--- config.mk ---
export PLATFORM = sky130hd
export DESIGN_NAME = if_fetch_stage
export DESIGN_NICKNAME = d
export VERILOG_FILES = /design/src/rtl/if_fetch_stage.sv
export SDC_FILE = /design/constraint.sdc
export NUM_CORES = 1
export LEC_CHECK = 0
export ABC_AREA = 0
export BUFFER_PORTS_ARGS = -buffer_cell sky130_fd_sc_hd__clkbuf_2
export CAP_MARGIN = 20
export CORE_MARGIN = 3
export CORE_UTILIZATION = 48
export DETAILED_ROUTE_END_ITERATION = 16
export GPL_TIMING_DRIVEN = 0
export PLACE_DENSITY = 0.76
export RECOVER_POWER = 100
export SLEW_MARGIN = 20
export SYNTH_ARGS = -nofsm -noshare
export SYNTH_HDL_FRONTEND = slang
export SYNTH_SLANG_ARGS = --single-unit
--- constraint.sdc ---
create_clock -name clk_i -period 3.31 [get_ports clk_i]
set_input_delay 0.662 -clock clk_i [delete_from_list [all_inputs] [get_ports clk_i]]
set_output_delay 0.662 -clock clk_i [all_outputs]
set_load 0.01 [all_outputs]
--- src/rtl/if_fetch_stage.sv ---
// ---------------------------------------------------------------------------
// if_fetch_stage
//
// Instruction-fetch stage placed directly after the PC register. It takes the
// current PC and issues one fetch to a variable-latency instruction memory
// over a req/ack handshake. The fetched word is loaded into the IF/ID
// pipeline register. A stall is returned to the PC so that the PC advances
// only when a fetch completes, or when a flush redirects it to a new target.
//
// Ports
//   clk_i        : clock, all state updates on the rising edge
//   rst_i        : synchronous reset, active-low
//   start_i      : run enable; gates issue of new fetches from IDLE
//   pc_i         : current PC from the PC register
//   stall_i      : ID hazard stall; IF/ID contents hold
//   flush_i      : branch/jump taken; squash the in-flight fetch and IF/ID
//   pc_stall_o   : to the PC register; 1 = PC holds
//   imem_req_o   : instruction memory request (registered)
//   imem_addr_o  : request address (registered), stable while requesting
//   imem_ack_i   : memory response valid, honoured only while requesting
//   imem_data_i  : instruction word, valid with imem_ack_i
//   ifid_valid_o : IF/ID holds a real instruction
//   ifid_pc_o    : IF/ID instruction address
//   ifid_pc4_o   : IF/ID instruction address + 4 (wraps at 2^32)
//   ifid_insn_o  : IF/ID instruction word
// ---------------------------------------------------------------------------
module if_fetch_stage #(
    parameter logic [31:0] NOP_INSN = 32'h0000_0000
) (
    input  logic        clk_i,
    input  logic        rst_i,
    input  logic        start_i,
    input  logic [31:0] pc_i,
    input  logic        stall_i,
    input  logic        flush_i,
    output logic        pc_stall_o,
    output logic        imem_req_o,
    output logic [31:0] imem_addr_o,
    input  logic        imem_ack_i,
    input  logic [31:0] imem_data_i,
    output logic        ifid_valid_o,
    output logic [31:0] ifid_pc_o,
    output logic [31:0] ifid_pc4_o,
    output logic [31:0] ifid_insn_o
);

    typedef enum logic [1:0] {
        S_IDLE    = 2'd0,
        S_REQ     = 2'd1,
        S_HOLD    = 2'd2,
        S_DISCARD = 2'd3
    } state_t;

    state_t      r_state;
    state_t      w_state_nxt;

    logic        r_req;
    logic [31:0] r_addr;
    logic [31:0] r_hold_addr;
    logic [31:0] r_hold_data;

    logic        r_ifid_valid;
    logic [31:0] r_ifid_pc;
    logic [31:0] r_ifid_pc4;
    logic [31:0] r_ifid_insn;

    logic        w_issue;
    logic        w_capture;
    logic        w_fetch_done;
    logic [31:0] w_fetch_addr;
    logic [31:0] w_fetch_data;

    // ---- Stage p0: fetch control state register --------------------------
    always_ff @(posedge clk_i) begin
        if (!rst_i) begin
            r_state <= S_IDLE;
            r_req   <= 1'b0;
            r_addr  <= 32'd0;
        end else begin
            r_state <= w_state_nxt;
            // The request is live in exactly the two states that wait on ack.
            r_req   <= (w_state_nxt == S_REQ) || (w_state_nxt == S_DISCARD);
            if (w_issue) begin
                r_addr <= pc_i;
            end
        end
    end

    // Next-state logic. At most one request is ever outstanding: a new one is
    // only issued from IDLE, which is entered only once the previous ack has
    // been consumed (or the request was killed by reset).
    always_comb begin
        w_state_nxt = r_state;
        w_issue     = 1'b0;
        w_capture   = 1'b0;
        case (r_state)
            S_IDLE: begin
                if (start_i && !flush_i) begin
                    w_state_nxt = S_REQ;
                    w_issue     = 1'b1;
                end
            end
            S_REQ: begin
                if (imem_ack_i) begin
                    if (flush_i) begin
                        w_state_nxt = S_IDLE;
                    end else if (stall_i) begin
                        // ID cannot accept yet: park the word in the buffer.
                        w_state_nxt = S_HOLD;
                        w_capture   = 1'b1;
                    end else begin
                        w_state_nxt = S_IDLE;
                    end
                end else if (flush_i) begin
                    // The memory still owes us an ack; wait it out and drop it.
                    w_state_nxt = S_DISCARD;
                end
            end
            S_HOLD: begin
                if (flush_i || !stall_i) begin
                    w_state_nxt = S_IDLE;
                end
            end
            S_DISCARD: begin
                if (imem_ack_i) begin
                    w_state_nxt = S_IDLE;
                end
            end
            default: begin
                w_state_nxt = S_IDLE;
            end
        endcase
    end

    // Output logic: which word (if any) completes this cycle, and whether the
    // PC may move. A flush always lets the PC load the redirect target.
    always_comb begin
        w_fetch_done = 1'b0;
        w_fetch_addr = r_hold_addr;
        w_fetch_data = r_hold_data;
        case (r_state)
            S_REQ: begin
                w_fetch_done = imem_ack_i && !stall_i && !flush_i;
                w_fetch_addr = r_addr;
                w_fetch_data = imem_data_i;
            end
            S_HOLD: begin
                w_fetch_done = !stall_i && !flush_i;
            end
            default: begin
                w_fetch_done = 1'b0;
            end
        endcase
        pc_stall_o = !flush_i && !w_fetch_done;
    end

    // ---- Stage p1: hold buffer and IF/ID register ------------------------
    always_ff @(posedge clk_i) begin
        if (!rst_i) begin
            r_hold_addr <= 32'd0;
            r_hold_data <= 32'd0;
        end else if (w_capture) begin
            r_hold_addr <= r_addr;
            r_hold_data <= imem_data_i;
        end
    end

    // Flush beats stall beats a completed fetch; otherwise a bubble enters.
    // Bubbles and flushes leave the pc fields untouched.
    always_ff @(posedge clk_i) begin
        if (!rst_i) begin
            r_ifid_valid <= 1'b0;
            r_ifid_pc    <= 32'd0;
            r_ifid_pc4   <= 32'd0;
            r_ifid_insn  <= NOP_INSN;
        end else if (flush_i) begin
            r_ifid_valid <= 1'b0;
            r_ifid_insn  <= NOP_INSN;
        end else if (!stall_i) begin
            if (w_fetch_done) begin
                r_ifid_valid <= 1'b1;
                r_ifid_pc    <= w_fetch_addr;
                r_ifid_pc4   <= w_fetch_addr + 32'd4;
                r_ifid_insn  <= w_fetch_data;
            end else begin
                r_ifid_valid <= 1'b0;
                r_ifid_insn  <= NOP_INSN;
            end
        end
    end

    assign imem_req_o   = r_req;
    assign imem_addr_o  = r_addr;
    assign ifid_valid_o = r_ifid_valid;
    assign ifid_pc_o    = r_ifid_pc;
    assign ifid_pc4_o   = r_ifid_pc4;
    assign ifid_insn_o  = r_ifid_insn;

endmodule

==> impl_metrics.csv <==
group,metric,value,unit
die,dieArea,0.0190,mm^2
power_and_ir_drop,p_leak,3.33,nW
die,rows,47,
sta,fmax,320,MHz
synth,synth-edff-count,0,
synth,synth.area.top_cells,"dfxtp_1 (46%), nand2_1 (10%), a21oi_1 (8.6%)",
sta,finalCriticalPeriod,3.12,ns
synth,synthSimpleGateAreaFrac,0.232,
cells_and_area,diodes,0,
sta,worst_pin_slew,1.03,ns
placement,io_buffers,199,
power_and_ir_drop,p_sw_frac,0.280,
drt,dr.pass1.iters,6,
cells_and_area,fin_nets,1330,
drt,ant_nets,0,
synth,synth_top_family_by_area,"simple AND/OR/NAND/NOR gates",
power_and_ir_drop,irDropWorstVdd,394,uV
sta,drv_slew,0,
power_and_ir_drop,intPower,0.00384,W
clocking,hold_buffers,0,
synth,ys_ff_latch,193,
clocking,cts-root-buf,"clkbuf_16",
sta,setup_viol,0,
global_route,gr-total-overflow,0,
clocking,cts_buffer_depth,2,
run_status,outcome,"finished clean",
synth,ys_seq_area_frac,0.464,
power_and_ir_drop,clockPowerShare,0.391,
cells_and_area,post-route-util,0.601,
synth,synth-warning-count,0,
job,drv_cap,0,
die,initial_core_util,0.497,
sta,skew,0.00885,ns
synth,synth_xor_area_frac,0.0137,
worst_setup_path,critPathMaxFanout,19,
clocking,clkTransAtPathRegs,0.07,ns
placement,dp_cells,1453,
cells_and_area,stdcell_count,1487,
clocking,cts_tree,"done",
synth,syn_inst,1034,
worst_setup_path,worst_setup_path_end_kind,"register",
synth,synth.area.mux_share,0.0827,
drt,via_count,8226,
power_and_ir_drop,power.share.combinational,0.147,
cells_and_area,fillCellCount,1616,
drt,drc,0,
worst_setup_path,critPathArrivalTime,3.44,ns
power_and_ir_drop,p_switching,0.00149,W
sta,grt_setup_unrepaired,"false",
worst_setup_path,critPathKind,"reg2reg",
die,fp.coreArea,0.0168,mm^2
clocking,clock-sinks,193,
placement,dp_hpwl,19000,um
synth,synth_area_leader_cell,"dfxtp_1",
die,die_x,138,um
drt,via_per_inst,5.53,
die,io_pins,201,
synth,avgSynthCellArea,8.06,um^2
global_route,grt_pass1_wl,38400,um
cells_and_area,area_growth,20.9,%
worst_setup_path,worstSetupStartpointType,"register",
synth,synthesis.area,0.00833,mm^2
clocking,insertion_delay,0.44,ns
synth,synthFlopType,"dfxtp_1",
sta,setup_tns,0,ns
cells_and_area,layout-drive-gt1-share,0.0979,
sta,max_slew_margin,0.313,
global_route,grt_pass1_vias,7258,
die,die_y,138,um
drt,wl_per_cell,17.1,um
synth,syn_nets,1110,
global_route,antenna_found_initial,0,
synth,synth.top_cell.area_share,0.464,
worst_setup_path,worstPathRequired,3.63,ns
synth,synth-adder-area-share,0.00901,
sta,hold_viol,0,
power_and_ir_drop,powerDensity,529,mW/mm^2
sta,fin_crit_sh,0.943,
synth,synth_compound_area_frac,0.157,
power_and_ir_drop,p_seq_frac,0.462,
worst_hold_path,hold_class,"in2reg",
global_route,grt_usage,0.259,
clocking,htree_levels,4,
drt,drt_iter0_drc,757,
synth,async_flop_share,0,
drt,postRouteWirelength,25500,um
placement,gp_congestion,0.894,
clocking,cts_buffers,17,
synth,synth_cell_type_count,46,
global_route,grt_max_degree,18,
through the flow:
step	hold WS [ns]	area, um^2	total power [W]	worst slack [ns]
after global routing	0.438	10100	0.00550	0.0347
final	0.442	10100	0.00533	0.189
after detailed placement	0.445	9600	0.00329	-0.606
after global placement	0.440	9600	0.00328	-0.580
after CTS	0.431	10200	0.00536	0.0176
after floorplan	0.436	8330	0.00302	0.104
worst paths after layout:
path                         startpoint                           end  slack, ns  cells after the start
min reg2reg  ifid_pc4_o[4]$_SDFFE_PN0P_    ifid_pc4_o[4]$_SDFFE_PN0P_       0.45                      2
max reg2reg       r_state[1]$_SDFF_PN0_   ifid_pc4_o[14]$_SDFFE_PN0P_       0.19                     14
min                            pc_i[10]  imem_addr_o[10]$_SDFFE_PN0P_       0.44                      3
max               r_state[1]$_SDFF_PN0_   ifid_pc4_o[14]$_SDFFE_PN0P_       0.19                     14
layout make-up:
class | instances | area [um^2] | area share
multi-input combinational | 755 | 4120 | 0.409
sequential | 193 | 3860 | 0.384
timing repair buffer | 202 | 843 | 0.0837
clock buffer | 19 | 443 | 0.0440
buffer | 80 | 353 | 0.0350
tap | 220 | 275 | 0.0273
clock inverter | 13 | 151 | 0.0150
inverter | 5 | 18.8 | 0.00186
routing by layer:
| metal | share of wire | global-route usage | vias to the layer above |
|---|---|---|---|
| li1 | - | - | 4015 |
| met1 | 0.46 | 0.372 | 3803 |
| met2 | 0.44 | 0.401 | 371 |
| met3 | 0.079 | 0.0478 | 37 |
| met4 | 0.016 | 0.0714 | 0 |
| met5 | 0 | 0 | - |
cell usage in the layout, fill, tap and decap left out, types with 3 or more instances in the layout:
cell and instances:
clkinv_4 3, buf_6 3, nor2_1 106, clkinvlp_4 3, mux2i_1 61, nand4_1 13
dfxtp_1 192, clkbuf_16 17, ha_1 6, clkbuf_1 198, buf_2 3, buf_1 4
nand3_1 50, a22oi_1 10, nand4b_1 8, clkbuf_2 71, xnor2_1 10, inv_6 3
o211ai_1 3, o21ai_0 17, a222oi_1 3, nor3_1 12, mux2_2 6, nand2b_1 3
a211oi_1 30, inv_1 5, a21oi_1 144, nand3b_1 12, or3_1 4, o311ai_0 4
nand2_1 224, xor2_1 3
synth_stat cells, types with 2 or more instances:
master	n
a211oi_1	30
nand3b_1	12
mux2_2	7
a22oi_1	11
nor3_1	12
or4_1	2
nand4_1	13
o21ai_0	17
a222oi_1	3
xnor2_1	10
dfxtp_1	193
or3_1	4
nand2b_1	3
buf_2	11
o211ai_1	3
o311ai_0	6
mux2i_1	61
clkbuf_1	61
nand4b_1	8
and4b_1	2
o31ai_1	2
and2_1	2
a21oi_1	144
ha_1	6
nand3_1	50
xor2_1	3
nor2_1	106
buf_1	6
inv_1	5
nand2_1	224
buf_4	2
cell families (layout without fill, tap and decap cells):
logic type	Yosys count	count (layout)
adders and majority gates	6	6
AOI/OAI and AO/OA	224	224
DFF	193	193
buffers and inverters	86	319
muxes	68	68
xor gates and xnor gates	13	13
and+or+nand+nor	444	444
power groups by stage:
stage               Combinational [W]  Sequential, W  Clock (W)
floorplan                    0.000508        0.00251          0
global placement             0.000772        0.00251          0
detailed placement           0.000780        0.00251          0
CTS                          0.000798        0.00246    0.00210
global route                 0.000847        0.00247    0.00218
finish                       0.000783        0.00246    0.00208
sequential cells by signal, indices dropped and copies added, names as in the netlist:
name	flops
ifid_pc_o	32
ifid_insn_o	32
r_hold_data	32
imem_addr_o	32
r_state	2
r_hold_addr	32
ifid_pc4_o	30
ifid_valid_o	1
repair_timing:
item | in CTS | in global routing
endpoints found under the setup margin | 12 | 11
cloned | 0 | 1
setup buffers | 2 | 0
pin swaps | 2 | 3
resized for setup | 9 | 9
worst max-delay path: stages (launching register included):
cell and delay [ns]:
dfxtp_2 0.36, inv_1 0.08, ha_1 0.19, buf_6 0.14
clkbuf_4 0.19, buf_6 0.17, buf_8 0.18, mux2_1 0.25
ha_1 0.22, nand4b_1 0.19, a222oi_1 0.39, clkbuf_1 0.23
nand2_1 0.09, xor2_1 0.24, o21ai_0 0.10
No activity file was read; power rests on OpenSTA's default activity.
